File: src/rtl/digit_scan_if.sv
// Display-scan bundle: scan controls in, digit select and strobes out.
// The master is the scan controller; the slave is the host/display side.
interface digit_scan_if;
    logic       en;         // advance scanning when high
    logic [3:0] digit_en;   // per-digit participation mask
    logic [1:0] sel;        // active digit index, drives the nibble mux
    logic [3:0] an;         // active-low one-hot digit strobes
    logic       slot_tick;  // one-cycle pulse on the last cycle of a slot

    modport master (
        input  en,
        input  digit_en,
        output sel,
        output an,
        output slot_tick
    );

    modport slave (
        output en,
        output digit_en,
        input  sel,
        input  an,
        input  slot_tick
    );
endinterface

File: src/rtl/digit_scan_ctrl.sv
// Time-multiplexed 4-digit display scanner. Each digit owns a slot of DIV
// cycles; the first GAP cycles of every slot are blanked to stop ghosting
// while the segment bus settles. Disabled digits are skipped at slot wrap.
module digit_scan_ctrl #(
    parameter int unsigned DIV = 100000,  // cycles per digit slot, 4..2^20
    parameter int unsigned GAP = 16       // blanked cycles per slot, 0..DIV-1
) (
    input  logic         clk,
    input  logic         reset,
    digit_scan_if.master bus
);

    localparam int unsigned   CW    = $clog2(DIV);
    localparam logic [CW-1:0] LAST  = CW'(DIV - 1);
    localparam logic [CW-1:0] GAP_C = CW'(GAP);

    logic [CW-1:0] cnt_q, cnt_d;
    logic [1:0]    sel_q, sel_d;
    logic [1:0]    next_sel;
    logic          wrap;

    assign wrap = (cnt_q == LAST);

    // Pick the next enabled digit after the current one, wrapping round to
    // the current digit itself; with nothing enabled the index holds.
    always_comb begin
        // NOTE: every combinational output gets a default first so no path
        // leaves it unassigned, which would otherwise infer a latch.
        next_sel = sel_q;
        if (bus.digit_en[sel_q + 2'd1]) begin
            next_sel = sel_q + 2'd1;
        end else if (bus.digit_en[sel_q + 2'd2]) begin
            next_sel = sel_q + 2'd2;
        end else if (bus.digit_en[sel_q + 2'd3]) begin
            next_sel = sel_q + 2'd3;
        end
    end

    // Slot counter and digit index advance only while enabled.
    always_comb begin
        cnt_d = cnt_q;
        sel_d = sel_q;
        if (bus.en) begin
            if (wrap) begin
                cnt_d = '0;
                sel_d = next_sel;
            end else begin
                cnt_d = cnt_q + CW'(1);
            end
        end
    end

    // State register with synchronous active-high reset.
    always_ff @(posedge clk) begin
        // NOTE: sequential state uses non-blocking assignments so every
        // register samples pre-edge values regardless of statement order.
        if (reset) begin
            cnt_q <= '0;
            sel_q <= 2'd0;
        end else begin
            cnt_q <= cnt_d;
            sel_q <= sel_d;
        end
    end

    // Strobe decode: blank during the gap or when the held digit is masked.
    always_comb begin
        bus.an = 4'b1111;
        if ((cnt_q >= GAP_C) && bus.digit_en[sel_q]) begin
            bus.an[sel_q] = 1'b0;
        end
    end

    assign bus.sel       = sel_q;
    assign bus.slot_tick = bus.en & wrap;

endmodule

File: src/flat_wrapper.sv
// flat-port wrapper written by rule: the top's interface ports become plain ports
module digit_scan_ctrl_flat 
#(
    parameter int unsigned DIV = 100000,                                   
    parameter int unsigned GAP = 16                                           
)
  (clk, reset, bus_en, bus_digit_en, bus_sel, bus_an, bus_slot_tick);
  digit_scan_if bus_i ();
  input  logic clk;
  input  logic reset;
  input wire logic [$bits(bus_i.en)-1:0] bus_en;
  input wire logic [$bits(bus_i.digit_en)-1:0] bus_digit_en;
  output wire logic [$bits(bus_i.sel)-1:0] bus_sel;
  output wire logic [$bits(bus_i.an)-1:0] bus_an;
  output wire logic [$bits(bus_i.slot_tick)-1:0] bus_slot_tick;
  assign bus_i.en = bus_en;
  assign bus_i.digit_en = bus_digit_en;
  assign bus_sel = bus_i.sel;
  assign bus_an = bus_i.an;
  assign bus_slot_tick = bus_i.slot_tick;
  digit_scan_ctrl #(.DIV(DIV), .GAP(GAP)) u_core (.clk(clk), .reset(reset), .bus(bus_i));
endmodule
File: config.mk
export PLATFORM = sky130hd
export DESIGN_NAME = digit_scan_ctrl_flat
export DESIGN_NICKNAME = d
export VERILOG_FILES = /design/src/rtl/digit_scan_if.sv /design/src/rtl/digit_scan_ctrl.sv /design/src/flat_wrapper.sv
export SDC_FILE = /design/constraint.sdc
export NUM_CORES = 1
export LEC_CHECK = 0
export BUFFER_PORTS_ARGS = -buffer_cell sky130_fd_sc_hd__buf_2
export CORE_UTILIZATION = 59
export CTS_BUF_LIST = sky130_fd_sc_hd__clkbuf_4
export CTS_CLUSTER_SIZE = 24
export DETAILED_ROUTE_END_ITERATION = 7
export PLACE_DENSITY = 0.8
export SYNTH_ARGS = -nofsm -noshare
export SYNTH_HDL_FRONTEND = slang
export SYNTH_SLANG_ARGS = --single-unit
File: constraint.sdc
create_clock -name clk -period 2.1 [get_ports clk]
set_clock_uncertainty 0.05 [all_clocks]
set_input_delay 0.42 -clock clk [delete_from_list [all_inputs] [get_ports clk]]
set_output_delay 0.42 -clock clk [all_outputs]
set_load 0.05 [all_outputs]
==> out/qor.txt, run 1 <==
final worst slack = -0.1754 ns
clock buffer depth = 2
DR vias = 1001
I/O Pins = 14
area of the multi-input gates = 695.7 um^2
final worst path period share = 108.4%
main flop type after synthesis = dfxtp_1
sinks on the clock net = 19
post-layout minimum cycle time = 2.275 ns
Die X-Extent = 45.37 um
kind of critical path = flop to primary output
first drt pass iteration count = 4
Via density = 5.592
Total Power = 0.5922 mW
Max Slew Vio Count = 0
Layout area overhead = 17.14%
number of fill cells = 142
post-synthesis cell type count = 31
main combinational cell family by area after synthesis = simple AND/OR/NAND/NOR gates
synthesis-stage register bit count = 19
Critical Path Source Type = flop
CTS HTree Levels = 1
DP Area = 0.001224 mm^2
CTS Buf Count = 3
GRT Total Usage = 26.08%
# DRC = 0
number of global-route vias before repair = 865
synthesized net count = 147
count of hold-fix buffers inserted at cts = 0
Avg Cell Area, Syn = 8.282 um^2
Peak VDD IR = 0.4342 mV
Port Buf Inserts = 13
max cap viols = 0
CP required = 1.63 ns
PD cells = 455.5 mW/mm^2
Pleak = 0.5180 nW
die area = 0.002058 mm^2
Async SR Flop Fraction = 0%
unrepaired setup endpoints after global routing = true
CTS clk-pin slew, worst paths = 0.11 ns
Setup TNS = -0.6724 ns
yosys warns = 0
Yosys top cell area share = 34.27%
synth top area cells = dfxtp_1 (34%), xor2_1 (11%), nor2_1 (7.4%)
crit-path max FO = 4
run status = finished, violations left
count of endpoints failing setup in the final report = 4
initial core utilization = 63.58%
xor and xnor area share after synthesis = 11.84%
row count = 15
critical path data arrival time = 1.81 ns
Seq. cell area = 385.4 um^2
adder-cell share of the synthesized area = 6.764%
CTS Root Buffer Type = clkbuf_4
share of cells above drive strength 1 = 20.78%
Final Hold Violating Endpoints = 0
CTS tree = done
pre-CTS WS = 0.07068 ns
Worst slew margin = 64.21%
DRT iter0 DRCs = 26
Post-Syn Instances = 134
Max Fclk = 439.5 MHz
final core occ = 74.48%
GPL Wtd Cong = 0.9473
Worst Setup End Kind = primary output
post-route cell area = 0.001300 mm^2
routed wire length = 2368 um
Core Footprint = 0.001745 mm^2
area leader, netlist = dfxtp_1
sequential fraction of the synthesis area = 34.27%
largest net degree at the start of global routing = 15
synthesized cell area = 0.001110 mm^2
NumNets Final = 168
Post-DRT Antenna Nets = 0
Hold Crit Class = primary input to flop
mux contribution to synthesized area = 4.848%
GRT overflow = 0
worst-skew pair later-pin latency = 0.31 ns
Commonest cells post-synth = nor2_1 (22), dfxtp_1 (19), xor2_1 (14)
Tightest Pin Transition = 0.5368 ns
Die H = 45.37 um
simple-gate area share of the yosys netlist = 29.99%
WL/cell = 13.23 um
failing checks = negative setup slack
Post-synth EDFFs = 0
antenna violations before repair = 0
first-pass GRT wire length = 3767 um
# diodes = 0
Post-DP HPWL = 1624 um
compound-cell area share of the yosys netlist = 8.906%
count leader, synth = nor2_1
metrics by stage:
step           hold WS [ns]  std cells
4_1_cts              0.2798        178
6_report             0.2857        179
2_1_floorplan        0.4317        134
5_1_grt              0.2932        179
3_3_place_gp         0.4582        173
3_5_place_dp         0.4681        173
power by group:
group | internal (mW) | switching (mW) | total [mW]
Clock | 0.0712 | 0.115 | 0.186
Combinational | 0.0156 | 0.0238 | 0.0394
Sequential | 0.363 | 0.00372 | 0.367
Total | 0.450 | 0.142 | 0.592
cell type report:
| class | instances | share of cell area [%] |
|---|---|---|
| multi-input cells | 106 | 53.51 |
| flip-flops and latches | 19 | 29.64 |
| repair buffers | 19 | 10.59 |
| well taps | 25 | 2.406 |
| clock buffers | 3 | 1.732 |
| inverters | 6 | 1.732 |
| clock inverters | 1 | 0.3850 |
final timing paths:
check	cells after the start	end	startpoint	slack [ns]
setup / recovery	4	bus_an[3]	u_core.cnt_q[4]	-0.18
hold / removal	2	u_core.bus.sel[0]	reset	0.29
setup reg to reg	7	u_core.bus.sel[0]	u_core.bus.sel[1]	0.30
hold reg to reg	2	u_core.cnt_q[1]	u_core.cnt_q[1]	0.49
per-layer routing:
metal / routed length [um] / part of all wire [%] / track usage, %
met1: 1128 / 48 / 33.17
met3: 96 / 4.1 / 8.730
met2: 1103 / 47 / 40.87
met5: 0 / 0 / 0
met4: 39 / 1.6 / 9.697
worst max-delay path: stages (launching register included):
cell and delay (ns):
dfxtp_2 0.35, or4_4 0.50, o41a_1 0.38, nand2_1 0.11, buf_6 0.16
cells by family after synthesis:
kind of cell / count (synthesis)
flops: 19
fa+ha+maj: 6
buf+inv: 9
compound gates: 15
xor+xnor: 15
simple gates: 66
mux: 4
cell usage in the layout, fill, tap and decap left out:
master / n
xnor2_1: 1
or4_1: 1
o21ai_0: 2
buf_6: 4
mux2_2: 1
clkinv_2: 1
a211oi_1: 1
dfxtp_2: 4
clkbuf_4: 3
nand2_1: 11
and2_1: 2
nand2b_1: 3
o31ai_1: 2
a2111o_1: 1
xor2_1: 14
a21oi_1: 6
and3_1: 1
nor4_2: 1
o22ai_1: 1
dfxtp_1: 15
mux4_2: 1
or4_4: 1
nor2b_1: 2
nor2_1: 22
nand3b_1: 1
o41a_1: 1
nand3_1: 9
o21bai_1: 1
inv_1: 6
buf_4: 7
ha_1: 6
nor3_1: 3
mux2i_1: 2
and4_1: 3
nand4_1: 5
buf_2: 8
nand2_2: 1
repair_timing:
action                                 4_1_cts  5_1_grt
pin swaps                                    0        2
setup buffers                                1        1
endpoints found under the hold margin        0        0
setup endpoints to repair                    5        5
gates resized for setup                     10        2
registers in the layout (all words and copies together), names as in the netlist:
name,cells
u_core.bus.sel,2
u_core.cnt_q,17
(Power assumes the default switching activity.)
==> inputs of run 2 (changes only) <==
PLACE_DENSITY = 0.83   (was 0.8)
TNS_END_PERCENT = 30   (was not set)
clock period = 2.3 ns   (was 2.1 ns; I/O delays follow)
==> out/qor.txt, run 2 (synthesis gave the netlist of run 1 again) <==
post-layout minimum cycle time = 2.359 ns
# diodes = 0
WL/cell = 13.43 um
Tightest Pin Transition = 0.5123 ns
Post-DRT Antenna Nets = 0
Reg2Reg Depth = 6
area of the multi-input gates = 691.9 um^2
sinks on the clock net = 19
kind of critical path = flop to primary output
Layout area overhead = 13.42%
failing checks = negative setup slack
Post-DP HPWL = 1669 um
Die H = 45.37 um
flop-to-flop setup slack = 0.37 ns
CTS clk-pin slew, worst paths = 0.11 ns
Pleak = 0.4915 nW
Finished Layout Cells = 174
CTS Buf Count = 3
Via density = 5.902
final worst slack = -0.05897 ns
I/O Pins = 14
count of hold-fix buffers inserted at cts = 0
initial core utilization = 63.58%
clock buffer depth = 2
largest net degree at the start of global routing = 15
unrepaired setup endpoints after global routing = true
share of cells above drive strength 1 = 17.45%
reg-to-reg startpoint = u_core.bus.sel[0]
first drt pass iteration count = 5
Worst R2R End = u_core.bus.sel[1]
Core Footprint = 0.001745 mm^2
GPL Wtd Cong = 0.9510
Worst Setup End Kind = primary output
Largest Register = u_core.cnt_q
commonest non-fill, non-tap cell in the layout = nor2_1
CTS Root Buffer Type = clkbuf_4
GRT overflow = 0
die area = 0.002058 mm^2
max cap viols = 0
final worst path period share = 102.6%
Peak VDD IR = 0.3432 mV
number of global-route vias before repair = 925
DR vias = 1027
# DRC = 0
CTS HTree Levels = 1
PD cells = 433.0 mW/mm^2
Die X-Extent = 45.37 um
Worst slew margin = 65.84%
critical path data arrival time = 1.85 ns
crit-path max FO = 6
Max Fclk = 423.9 MHz
number of fill cells = 139
worst-skew pair later-pin latency = 0.31 ns
row count = 15
antenna violations before repair = 0
max reg flops = 17
NumNets Final = 163
Hold Crit Class = primary input to flop
CTS tree = done
WHS Endpoint = u_core.cnt_q[0]
Max Slew Vio Count = 0
Critical Path Source Type = flop
first-pass GRT wire length = 3691 um
count of endpoints failing setup in the final report = 4
Port Buf Inserts = 13
DRT iter0 DRCs = 53
Total Power = 0.5450 mW
CP required = 1.79 ns
Worst Min Path Start = reset
commonest non-fill, non-tap cells in the layout = nor2_1 (22), dfxtp_1 (15), xor2_1 (14)
Cells after DPL = 170
Seq. cell area = 385.4 um^2
run status = finished, violations left
Final Hold Violating Endpoints = 0
GRT Total Usage = 25.23%
routed wire length = 2337 um
worst hold path cell count = 2
run 2: changes by cell type in the layout (fill, tap and decap cells not counted), sizes merged:
cell,previous run,this run
buf,19,13
clkbuf,3,4
run 2: worst max path at each step:
stage               cells after the start  slack, ns              start   endpoint
floorplan                               4       0.06  u_core.bus.sel[0]  bus_an[0]
global placement                        5       0.24    bus_digit_en[3]  bus_an[0]
detailed placement                      4       0.19    u_core.cnt_q[4]  bus_an[3]
CTS                                     4      -0.05    u_core.cnt_q[4]  bus_an[3]
global route                            4      -0.12    u_core.cnt_q[4]  bus_an[1]
finish                                  4      -0.06    u_core.cnt_q[4]  bus_an[1]
run 2: layout make-up:
cell class                 instances  share of cell area, %
clock buffer                       3                  1.789
clock inverter                     1                 0.3976
inverter                           6                  1.789
multi-input combinational        106                  54.97
sequential                        19                  30.62
tap                               25                  2.485
timing repair buffer              14                  7.952
run 2: critical path: stages (launching register included):
cell and delay [ns]:
dfxtp_2 0.37, or4_1 0.50, o41a_1 0.39, nand2_1 0.12, buf_6 0.16
run 2: routing by layer:
metal  vias to the layer above  track usage (%)  part of all wire [%]
met3                         7            4.762                   6.5
met2                        41            39.71                    48
met5                         -                0                     0
met4                         0            16.97                   2.4
li1                        492                -                     -
met1                       487            31.25                    43
run 2: repair_timing:
item,in CTS,in global routing
pin swaps,0,0
resized for setup,11,1
setup endpoints to repair,4,5
setup buffers,0,0
run 2: power by group:
part | internal (mW) | switching (mW)
Sequential | 0.331 | 0.00338
Clock | 0.0651 | 0.109
Combinational | 0.0143 | 0.0217
Total | 0.411 | 0.134
run 2: stage by stage:
step | hold WS (ns) | setup slack (ns) | setup TNS [ns] | utilization (%) | instance area, um^2
after floorplan | 0.4319 | 0.05757 | 0 | - | 1111
after global placement | 0.4606 | 0.2353 | 0 | 68.75 | 1200
after detailed placement | 0.4744 | 0.1883 | 0 | 68.75 | 1200
after CTS | 0.3352 | -0.05406 | -0.1961 | 71.97 | 1256
after global routing | 0.3348 | -0.1198 | -0.4252 | 72.11 | 1259
final | 0.3374 | -0.05897 | -0.1953 | 72.11 | 1259
